--- config.mk ---
export PLATFORM = sky130hd
export DESIGN_NAME = imem_loader
export DESIGN_NICKNAME = d
export VERILOG_FILES = /design/src/rtl/imem_loader.sv
export SDC_FILE = /design/constraint.sdc
export NUM_CORES = 1
export LEC_CHECK = 0
export BUFFER_PORTS_ARGS = -buffer_cell sky130_fd_sc_hd__buf_2
export CAP_MARGIN = 20
export CORE_MARGIN = 3
export CORE_UTILIZATION = 41
export DETAILED_ROUTE_END_ITERATION = 16
export GPL_TIMING_DRIVEN = 0
export SLEW_MARGIN = 20
export SYNTH_ARGS = -nofsm -noshare
export SYNTH_HDL_FRONTEND = slang
export SYNTH_SLANG_ARGS = --single-unit
--- constraint.sdc ---
create_clock -name clk -period 3.26 [get_ports clk]
set_clock_uncertainty 0.1 [all_clocks]
set_input_delay 0.652 -clock clk [delete_from_list [all_inputs] [get_ports clk]]
set_output_delay 0.652 -clock clk [all_outputs]
set_load 0.03 [all_outputs]
--- src/rtl/imem_loader.sv ---
// Instruction memory loader: parses a length-prefixed little-endian byte stream
// and issues one-cycle word writes while holding the CPU in reset.
module imem_loader #(
  parameter int unsigned DEPTH = 16,
  parameter int unsigned CNT_W = $clog2(DEPTH) + 1
) (
  input  logic             clk,
  input  logic             reset,
  input  logic             start,
  input  logic [7:0]       rx_data,
  input  logic             rx_valid,
  output logic             rx_ready,
  output logic             we,
  output logic [31:0]      waddr,
  output logic [31:0]      wdata,
  output logic             busy,
  output logic             cpu_hold,
  output logic             done,
  output logic             err,
  output logic [CNT_W-1:0] word_cnt
);

  typedef enum logic [2:0] {StIdle, StLenLo, StLenHi, StData, StDone} state_e;

  state_e           state_q, state_d;
  logic [15:0]      len_q, len_d;
  logic [1:0]       byte_idx_q, byte_idx_d;
  logic [31:0]      asm_q, asm_d;
  logic             we_q, we_d;
  logic [31:0]      waddr_q, waddr_d;
  logic [31:0]      wdata_q, wdata_d;
  logic             err_q, err_d;
  logic [CNT_W-1:0] cnt_q, cnt_d;

  logic             accept;
  logic [15:0]      hdr;
  logic [CNT_W-1:0] next_cnt;

  assign rx_ready = (state_q == StLenLo) || (state_q == StLenHi) || (state_q == StData);
  assign busy     = rx_ready;
  assign cpu_hold = busy;
  assign done     = (state_q == StDone);
  assign we       = we_q;
  assign waddr    = waddr_q;
  assign wdata    = wdata_q;
  assign err      = err_q;
  assign word_cnt = cnt_q;

  assign accept   = rx_valid && rx_ready;
  assign hdr      = {rx_data, len_q[7:0]};
  assign next_cnt = cnt_q + 1'b1;

  always_comb begin
    state_d    = state_q;
    len_d      = len_q;
    byte_idx_d = byte_idx_q;
    asm_d      = asm_q;
    we_d       = 1'b0;
    waddr_d    = waddr_q;
    wdata_d    = wdata_q;
    err_d      = err_q;
    cnt_d      = cnt_q;
    unique case (state_q)
      StIdle, StDone: begin
        if (start) begin
          state_d    = StLenLo;
          err_d      = 1'b0;
          cnt_d      = '0;
          byte_idx_d = '0;
        end
      end
      StLenLo: begin
        if (accept) begin
          len_d[7:0] = rx_data;
          state_d    = StLenHi;
        end
      end
      StLenHi: begin
        if (accept) begin
          len_d      = hdr;
          byte_idx_d = '0;
          if (hdr == 16'd0) begin
            state_d = StDone;
          end else if (hdr > 16'(DEPTH)) begin
            state_d = StDone;
            err_d   = 1'b1;
          end else begin
            state_d = StData;
          end
        end
      end
      StData: begin
        if (accept) begin
          // First byte lands in [7:0] after four right-shifts.
          asm_d      = {rx_data, asm_q[31:8]};
          byte_idx_d = byte_idx_q + 2'd1;
          if (byte_idx_q == 2'd3) begin
            we_d    = 1'b1;
            wdata_d = {rx_data, asm_q[31:8]};
            waddr_d = 32'(cnt_q) << 2;
            cnt_d   = next_cnt;
            if (16'(next_cnt) == len_q) state_d = StDone;
          end
        end
      end
      default: state_d = StIdle;
    endcase
  end

  always_ff @(posedge clk or posedge reset) begin
    if (reset) begin
      state_q    <= StIdle;
      len_q      <= '0;
      byte_idx_q <= '0;
      asm_q      <= '0;
      we_q       <= 1'b0;
      waddr_q    <= '0;
      wdata_q    <= '0;
      err_q      <= 1'b0;
      cnt_q      <= '0;
    end else begin
      state_q    <= state_d;
      len_q      <= len_d;
      byte_idx_q <= byte_idx_d;
      asm_q      <= asm_d;
      we_q       <= we_d;
      waddr_q    <= waddr_d;
      wdata_q    <= wdata_d;
      err_q      <= err_d;
      cnt_q      <= cnt_d;
    end
  end

endmodule

* After elaboration in Yosys (flattened, before gate mapping)
Cells that the tools add are included.
** Storage, ports and cells
- Flip-flop bits (word level) :: 97
- Input bits :: 12
- Output and inout port bits :: 75
- Word-level logic and storage cells :: 72
** Cells by class
- Add/sub/neg operators :: 2
- Order comparisons :: 1
- Equality and inequality tests :: 14
- Multiplexer cells :: 27
- Bitwise gates (word level) :: 1
- Reductions and logical operators :: 17
** Operators with widths (count)
- $mux 3 :: 8
- $eq 5x16->1 :: 1
- $gt 16x5->1 const B :: 1
- $logic_not 16->1 :: 1
- $pmux 8 s2 :: 1
- $mux 5 :: 3
- $pmux 3 s4 :: 1
- $ne 2x2->1 const B :: 5
- $pmux 5 s2 :: 1
- $mux 8 :: 1
- $reduce_and 4->1 :: 2
- $mux 1 :: 7
- $eq 3x2->1 const B :: 2
- $mux 2 :: 3
- $ne 2x1->1 const B :: 3
- $pmux 2 s3 :: 1
- $reduce_and 3->1 :: 2
- $reduce_and 6->1 :: 1
- $add 5x1->5 const B :: 1
- $reduce_and 5->1 :: 1
- $reduce_and 2->1 :: 2
- $reduce_bool 2->1 :: 2
- $eq 3x1->1 const B :: 1
- $eq 3x3->1 const B :: 1
- 9 further kinds :: 10

* Logic depth before layout (Yosys ltp)
Gate-level depths: netlist (run 1).
- Depth after elaboration :: 6
- Mapped depth :: 8
- Mapped depth without buffers :: 7

* Worst setup path after synthesis (run 1)
No wires, ideal clock.
- Kind :: flip-flop to output port
- Start :: reg state_q[0]
- End :: out cpu_hold
- Arrival :: 1270 ps
- Required time :: 2508 ps
- Path slack :: 1238 ps
- Stages on the path, launching flop included :: 5
- Buffers on the path :: 2
- Path through :: dfrtp_1 -> buf_4 -> nor2_1 -> nor2_1 -> buf_4
** Between the ends
- Longest elaborated chain between the ends :: 3
- Elaborated cells between the ends (all ways) :: 5
- Those cells by class :: 3 x eq/ne; 2 x reduce/logical
** RTL lines
- start: declaration :: RTL line 25 : state_e state_q, state_d;
- start signal: assignment :: RTL line 112 : state_q <= StIdle;
- start signal: assignment :: RTL line 122 : state_q <= state_d;
- $eq 3x1->1 / $eq 3x2->1 (equally long branches) :: RTL line 39 : assign rx_ready = (state_q == StLenLo) || (state_q == StLenHi) || (state_q == StData);
- $logic_or 1x1->1 :: RTL line 39
- $logic_or 1x1->1 * :: RTL line 39
- end: declaration :: RTL line 17 : output logic cpu_hold,
Every way passes the cells marked *; elsewhere a longest branch is shown, timed or not.

* Worst setup path after layout (run 1)
- Start :: reg state_q[0]
- End :: out rx_ready
** Between the ends
- Longest elaborated chain between the ends :: 3
- Elaborated cells between the ends (all ways) :: 5
- Those cells by class :: 3 x eq/ne; 2 x reduce/logical
** RTL lines
- $eq 3x1->1 / $eq 3x2->1 (equally long branches) :: RTL line 39
- $logic_or 1x1->1 :: RTL line 39
- $logic_or 1x1->1 * :: RTL line 39
- end: declaration :: RTL line 12 : output logic rx_ready,
Marked as above.

==> results of run 1 <==
==> layout make-up <==
| cell class | count | area (um2) |
|---|---|---|
| Inverter | 7 | 30.0 |
| Sequential cell | 89 | 2230 |
| Buffer | 44 | 318 |
| Clock buffer | 10 | 128 |
| Tap cell | 129 | 161 |
| Fill cell | 887 | 4540 |
| Clock inverter | 5 | 105 |
| Timing Repair Buffer | 60 | 315 |
| Multi-Input combinational cell | 252 | 1460 |
==> metrics by stage <==
stage | TNS [ps] | setup WS [ps] | instances | cell area (um2) | util [%]
global placement | -75460 | -853 | 580 | 4490 | 48.4
CTS | 0 | 1070 | 596 | 4750 | 51.1
finish | 0 | 1090 | 596 | 4750 | 51.1
floorplan | 0 | 201 | 392 | 4040 | -
global route | 0 | 996 | 596 | 4750 | 51.1
detailed placement | 0 | 1170 | 581 | 4520 | 48.6
==> where the power goes <==
group	internal (mW)	switching (mW)
sequential	1.48	0.240
combinational	0.549	0.980
clock	0.505	0.386
total	2.54	1.61
==> synth_stat cells (2+ instances only) <==
library cell              instances  area, um2
sky130_fd_sc_hd__o21ai_2          2       17.5
sky130_fd_sc_hd__buf_2            8       40.0
sky130_fd_sc_hd__a21oi_1          3       15.0
sky130_fd_sc_hd__mux2_2          39        439
sky130_fd_sc_hd__ha_1             2       25.0
sky130_fd_sc_hd__nor4_1           3       18.8
sky130_fd_sc_hd__nor2_1           4       15.0
sky130_fd_sc_hd__xor2_1           3       26.3
sky130_fd_sc_hd__buf_4           34        255
sky130_fd_sc_hd__buf_6            2       22.5
sky130_fd_sc_hd__o21ai_0          7       35.0
sky130_fd_sc_hd__inv_1            6       22.5
sky130_fd_sc_hd__or4_1            2       15.0
sky130_fd_sc_hd__nand2_1        122        458
sky130_fd_sc_hd__dfrtp_1         89       2230
sky130_fd_sc_hd__xnor2_1          5       43.8
sky130_fd_sc_hd__and3_1           2       12.5
sky130_fd_sc_hd__nand3_1          7       35.0
==> worst paths after layout <==
kind | startpoint | to | slack [ps]
setup / recovery | state_q[0]$_DFFE_PP0P_ | rx_ready | 1090
hold / removal | reset | wdata[21]$_DFFE_PP0P_ | 320
setup reg to reg | word_cnt[0]$_DFFE_PP0P_ | state_q[1]$_DFFE_PP0P_ | 1260
hold reg to reg | asm_q[15]$_DFFE_PP0P_ | wdata[7]$_DFFE_PP0P_ | 370
max in group asynchronous | reset | waddr[2]$_DFFE_PP0P_ | 2110
min in group clk | asm_q[15]$_DFFE_PP0P_ | wdata[7]$_DFFE_PP0P_ | 370
==> registers in the layout (all words and copies together) (netlist names) <==
register / cells
word_cnt: 5
len_q: 16
err: 1
asm_q: 24
we: 1
state_q: 3
waddr: 5
wdata: 32
byte_idx_q: 2
==> cells by family (layout without fill, tap and decap cells) <==
| group | Yosys count | in the layout | synth area share [%] |
|---|---|---|---|
| other | 1 | 27 | 0.0952 |
| AO/OA/AOI/OAI | 24 | 24 | 4.26 |
| XOR/XNOR | 8 | 8 | 1.78 |
| flip-flops | 89 | 89 | 56.5 |
| buffers and inverters | 51 | 126 | 8.77 |
| multiplexers | 40 | 40 | 11.4 |
| adder cells (fa/ha/maj) | 2 | 2 | 0.635 |
| AND/OR/NAND/NOR | 151 | 151 | 16.5 |
==> critical path: cells and delay by family, from the launching register on <==
kind,cells,cell delay [ps]
buffers and inverters,3,490
and+or+nand+nor,2,230
DFF,1,350
==> routing by layer <==
| layer | track usage, % | vias to the layer above |
|---|---|---|
| li1 | - | 1342 |
| met1 | 22.0 | 1330 |
| met2 | 24.4 | 72 |
| met3 | 3.91 | 10 |
| met4 | 6.36 | 0 |
| met5 | 0 | - |
==> flow_summary.toml, run 1 <==
[timing]
grt_setup_unrepaired = "false"
max-slew-margin-rel_pct = 52.4
setup_viol = 0
max_freq_mhz = 461
period_needed_ps = 2170
timing_worst_slew_pin_value_ps = 714
hold-worst-slack_ps = 315
share_of_the_clock_period_used_by_the_worst_path_after_layout_pct = 66.5
final-max-slew-violation-count = 0
timing.final.hold_violations = 0

[yosys]
ys_dominant_reg_cell = "sky130_fd_sc_hd__dfrtp_1"
synth.lib_cells_used.distinct = 44
synth_cells = 366
yosysWarningCount = 0
postSynth.asyncResetShare_pct = 100
syn_area_mm2 = 0.00394
synthesis.area_per_instance_um2 = 10.8
yosys_register_bits = 89
synth_enable_flop_cells = 0
ys_seq_area_share_pct = 56.5

[final_layout]
post_route_cells_drive_above_1_share_pct = 36.0
final_common_cell = "sky130_fd_sc_hd__nand2_1"
flow.area_growth_from_synthesis_pct = 20.6
layout.nets = 477
antenna-diode-count = 0
layout_common_cells = "122 x sky130_fd_sc_hd__nand2_1, 89 x sky130_fd_sc_hd__dfrtp_1, 67 x sky130_fd_sc_hd__buf_2"

[cts]
cts-hold-fix-buffers = 0
clk_root_buffer_cell = "sky130_fd_sc_hd__clkbuf_8"
clock-sinks = 89
cts_inserted_buffers = 9
worst_skew_pair.late_latency_ps = 350
post_cts.resized_instances = 0
path_clk_slew_ps = 90
cts_max_level = 3
cts_tree = "done"
postCtsSetupRepairBufs = 0
ctsLongestPathBuffers = 2

[drt]
vias_per_cell = 4.62
drc = 0
detailroute.via_count = 2754
metal1_wirelength_um = 3840
dr.pass1.iters = 6
dr_wl_met2_um = 3730
drt_first_iter_violations = 106
wirelength_um = 8160
top_layer_used = "met4"
antenna_violating_nets_post_route = 0
drt-wirelength-per-cell_um = 13.7
met3WireLength_um = 447

[power_and_ir_drop]
static-leakage-power_nw = 2.49
ir_worst_vdd_mv = 0.298
power_density_mw_per_mm2 = 873
post_layout_power_mw = 4.14

[global_routing]
first_global_vias = 2668
maximum_number_of_pins_on_one_net_before_global_route_repair = 58
grt.overflow.total = 0
antenna_found_initial = 0
aggregate_global_route_resource_usage_pct = 16.0
first_pass_grt_wire_length_um = 13900

[worst_setup_path]
worst-endpoint-arrival_ps = 1420
max_stage_delay_ps = 350
cp_cell_sequence = "buf_4 -> nor2_1 -> nor2_1 -> buf_4 -> buf_2"
critical_path.endpoint_type = "output pin"
worst_setup_path_start_kind = "register"
worstSetupPathType = "reg -> out"
worstPathRequired_ps = 2510
worst-path-max-fanout = 10
r2r.worst_path.cells = 6
crit_slowest_cell = "sky130_fd_sc_hd__dfrtp_1"

[hold_path]
min_path_type = "in -> async"

[status]
status = "complete, no violations"

[floorplanning]
coreArea_mm2 = 0.00928
die_w_um = 104
num_rows = 35
floorplan.die.height_um = 104
die_area_mm2 = 0.0108
initial_utilization_pct = 42.4
floorplan.io_pins = 87

[placement]
dp_hpwl_um = 5920
io_buffers = 59
routabilityCongestion = 0.779

[flow_run]
drv.max_cap_violation_count = 0
(Power assumes the default switching activity.)
==> run 2: changes to the inputs <==
--- a/config.mk
+++ b/config.mk
@@ -5,12 +5,14 @@
 export SDC_FILE = /design/constraint.sdc
 export NUM_CORES = 1
 export LEC_CHECK = 0
+export ABC_AREA = 1
 export BUFFER_PORTS_ARGS = -buffer_cell sky130_fd_sc_hd__buf_2
 export CAP_MARGIN = 20
 export CORE_MARGIN = 3
 export CORE_UTILIZATION = 41
 export DETAILED_ROUTE_END_ITERATION = 16
 export GPL_TIMING_DRIVEN = 0
+export PLACE_DENSITY = 0.65
 export SLEW_MARGIN = 20
 export SYNTH_ARGS = -nofsm -noshare
 export SYNTH_HDL_FRONTEND = slang
==> constraint.sdc (replaced) <==
create_clock -name clk -period 1.7 [get_ports clk]
set_clock_uncertainty 0.1 [all_clocks]
set_input_delay 0.34 -clock clk [delete_from_list [all_inputs] [get_ports clk]]
set_output_delay 0.34 -clock clk [all_outputs]
set_load 0.03 [all_outputs]
==> run 2 against run 1 <==
  * The flow now finishes with violations (setup timing)
  * Critical path type unchanged
  * Largest cell class unchanged
  * Final area rose by 3.4%
  * Synthesized cell count rose by 24%
  * Global-route usage rose by 1.2 points
  * Setup slack got worse by 1100 ps
  * Power rose by 51%
  * Register-to-register slack got worse by 1200 ps
==> flow_summary.toml, run 2 <==
[global_routing]
antenna_found_initial = 0
aggregate_global_route_resource_usage_pct = 17.2
first_pass_grt_wire_length_um = 15100
gr_met1_demand_resource_pct = 25.6
grt_util_met3_pct = 3.46
first_global_vias = 3009
grt.overflow.total = 0
maximum_number_of_pins_on_one_net_before_global_route_repair = 35
grt_busiest_layer = "met1"
met2_usage_pct = 24.2

[drt]
wirelength_um = 8790
vias_per_cell = 4.54
detailroute.via_count = 3141
antenna_violating_nets_post_route = 0
dr.pass1.iters = 4
drt_first_iter_violations = 158
drc = 0
drt-wirelength-per-cell_um = 12.7

[cts]
ctsLongestPathBuffers = 2
clock-sinks = 89
cts_max_level = 3
cts_inserted_buffers = 9
clk_root_buffer_cell = "sky130_fd_sc_hd__clkbuf_8"
path_clk_slew_ps = 90
cts_tree = "done"
worst_skew_pair.late_latency_ps = 350

[timing]
final-max-slew-violation-count = 0
period_needed_ps = 1720
fin_ws_ps = -20.8
setup_viol = 3
timing_worst_slew_pin_value_ps = 604
grt_setup_unrepaired = "true"
share_of_the_clock_period_used_by_the_worst_path_after_layout_pct = 101
max_freq_mhz = 581
max-slew-margin-rel_pct = 59.6
timing.final.hold_violations = 0

[worst_setup_path]
worst-endpoint-arrival_ps = 1280
worstPathRequired_ps = 1260
r2r_start = "state_q[0]$_DFFE_PP0P_"
rrSetupSlack_ps = 70
worst-path-max-fanout = 4
ff_to_ff_end = "waddr[6]$_DFFE_PP0P_"
r2r.worst_path.cells = 10
worstSetupPathType = "reg -> out"
worst_setup_path_start_kind = "register"
critical_path.endpoint_type = "output pin"

[placement]
place.detailed.instances = 670
dp_hpwl_um = 6550
io_buffers = 59
dpl-instance-area_mm2 = 0.00461
routabilityCongestion = 0.849

[flow_run]
drv.max_cap_violation_count = 0

[power_and_ir_drop]
power.share.clock_pct = 22.3
power_density_mw_per_mm2 = 1280
post_layout_power_mw = 6.26
power_switching_share_pct = 36.0
seq_power_share_pct = 47.2
static-leakage-power_nw = 2.64
ir_worst_vdd_mv = 0.620
power.share.combinational_pct = 30.5
internal_power_mw = 4.01
switchingPower_mw = 2.25

[floorplanning]
floorplan.io_pins = 87
initial_utilization_pct = 42.8
die_area_mm2 = 0.0110
num_rows = 35
coreArea_mm2 = 0.00937
floorplan.die.height_um = 105
die_w_um = 105

[final_layout]
total_area_of_multi_input_combinational_cells_mm2 = 0.00138
layout_common_cells = "119 x sky130_fd_sc_hd__nand2_1, 86 x sky130_fd_sc_hd__dfrtp_1, 60 x sky130_fd_sc_hd__buf_2"
layout.nets = 572
flow.area_growth_from_synthesis_pct = 22.4
ff_latch_area_mm2 = 0.00223
post_route_cells_drive_above_1_share_pct = 27.7
fin_area_mm2 = 0.00491
fillers = 917
final_common_cell = "sky130_fd_sc_hd__nand2_1"
final_cell_count_no_fill = 692
largest_reg_flops = 32
antenna-diode-count = 0

[yosys]
yosysWarningCount = 0
synth_cells = 454
syn_area_mm2 = 0.00401
postSynth.asyncResetShare_pct = 100
synth.lib_cells_used.distinct = 26
post_synth_main_area_contributors = "sky130_fd_sc_hd__dfrtp_1 56%, sky130_fd_sc_hd__nand2_1 11%, sky130_fd_sc_hd__o21ai_0 6.0%, sky130_fd_sc_hd__buf_4 5.8%, sky130_fd_sc_hd__inv_1 4.9%"
synth_enable_flop_cells = 0
yosys_register_bits = 89
ys_top_cells_by_count = "120 x sky130_fd_sc_hd__nand2_1, 89 x sky130_fd_sc_hd__dfrtp_1, 52 x sky130_fd_sc_hd__inv_1, 48 x sky130_fd_sc_hd__o21ai_0, 31 x sky130_fd_sc_hd__buf_4"
ys_seq_area_share_pct = 55.5
synthesis.area_per_instance_um2 = 8.84
synth_top_cell_area_share_pct = 55.5
ys_dominant_reg_cell = "sky130_fd_sc_hd__dfrtp_1"
synthMostInstantiatedCell = "sky130_fd_sc_hd__nand2_1"
leading_area_contributor_after_synthesis = "sky130_fd_sc_hd__dfrtp_1"

[hold_path]
min_path_type = "in -> reg"
whs_endpoint = "asm_q[25]$_DFFE_PP0P_"
worstHoldPathCells = 3
hp-start = "rx_data[1]"

[status]
failed_checks = "setup timing"
status = "complete, but fails checks"
[run 2: cell count changes after synthesis, sizes merged, moves of 3 or more]
cell    delta
buf        -4
clkbuf     +5
inv       +50
mux2      -39
nand3     +13
nand4      +8
nor2      +18
nor4       -3
o21ai     +68
xnor2      -4
[run 2: repair_timing]
item,CTS,global route
gates resized for setup,13,18
hold buffers,1,0
pin swaps,2,0
endpoints found under the setup margin,7,73
endpoints found under the hold margin,26,0
setup buffers,5,1
[run 2: logic make-up after synthesis]
family	share of synthesized area, %
simple gates	18.2
buf+inv	13.4
flops	55.5
compound gates	11.8
xor+xnor	0.437
fa+ha+maj	0.624
other cells	0.0935
[run 2: metal layers]
| layer | up-vias | wire length [um] |
|---|---|---|
| met2 | 89 | 3790 |
| met1 | 1444 | 4240 |
| li1 | 1595 | - |
| met3 | 13 | 573 |
| met4 | 0 | 182 |
| met5 | - | 0 |
[run 2: worst max path at each step]
stage                                         to               startpoint
after floorplan           state_q[0]$_DFFE_PP0P_  word_cnt[1]$_DFFE_PP0P_
after global placement     len_q[15]$_DFFE_PP0P_                    reset
after detailed placement  state_q[1]$_DFFE_PP0P_  word_cnt[1]$_DFFE_PP0P_
after CTS                                   done   state_q[0]$_DFFE_PP0P_
after global routing        wdata[2]$_DFFE_PP0P_   state_q[2]$_DFFE_PP0P_
final                                       done   state_q[0]$_DFFE_PP0P_
[run 2: power groups by stage]
| stage | clock network (mW) | logic (mW) | registers (mW) |
|---|---|---|---|
| after global placement | 0 | 1.69 | 2.97 |
| final | 1.40 | 1.91 | 2.96 |
| after detailed placement | 0 | 1.74 | 2.98 |
| after CTS | 1.42 | 1.90 | 2.95 |
| after global routing | 1.52 | 2.18 | 3.02 |
| after floorplan | 0 | 1.34 | 2.94 |
[run 2: cell type report]
cell class | instances | share of cell area [%]
plain buffers | 44 | 6.68
flip-flops and latches | 89 | 45.4
clock buffers | 13 | 3.44
well taps | 129 | 3.29
repair buffers | 68 | 8.25
clock inverters | 3 | 0.433
multi-input cells | 290 | 28.1
inverters | 56 | 4.41
[run 2: worst max-delay path, cell delays in order (launching register included)]
cell and delay, ps:
sky130_fd_sc_hd__dfrtp_2 450, sky130_fd_sc_hd__nor2_4 170, sky130_fd_sc_hd__inv_2 50, sky130_fd_sc_hd__nor2_1 100
sky130_fd_sc_hd__buf_4 160
[run 2: through the flow]
stage,hold WS (ps),worst slack [ps],utilization [%],TNS [ps]
finish,112,-20.8,52.4,-60.6
global route,115,-71.5,52.4,-1640
CTS,96.0,-41.9,52.0,-117
detailed placement,349,-6.87,49.2,-12.2
global placement,353,-358,48.8,-31360
floorplan,353,18.7,-,0
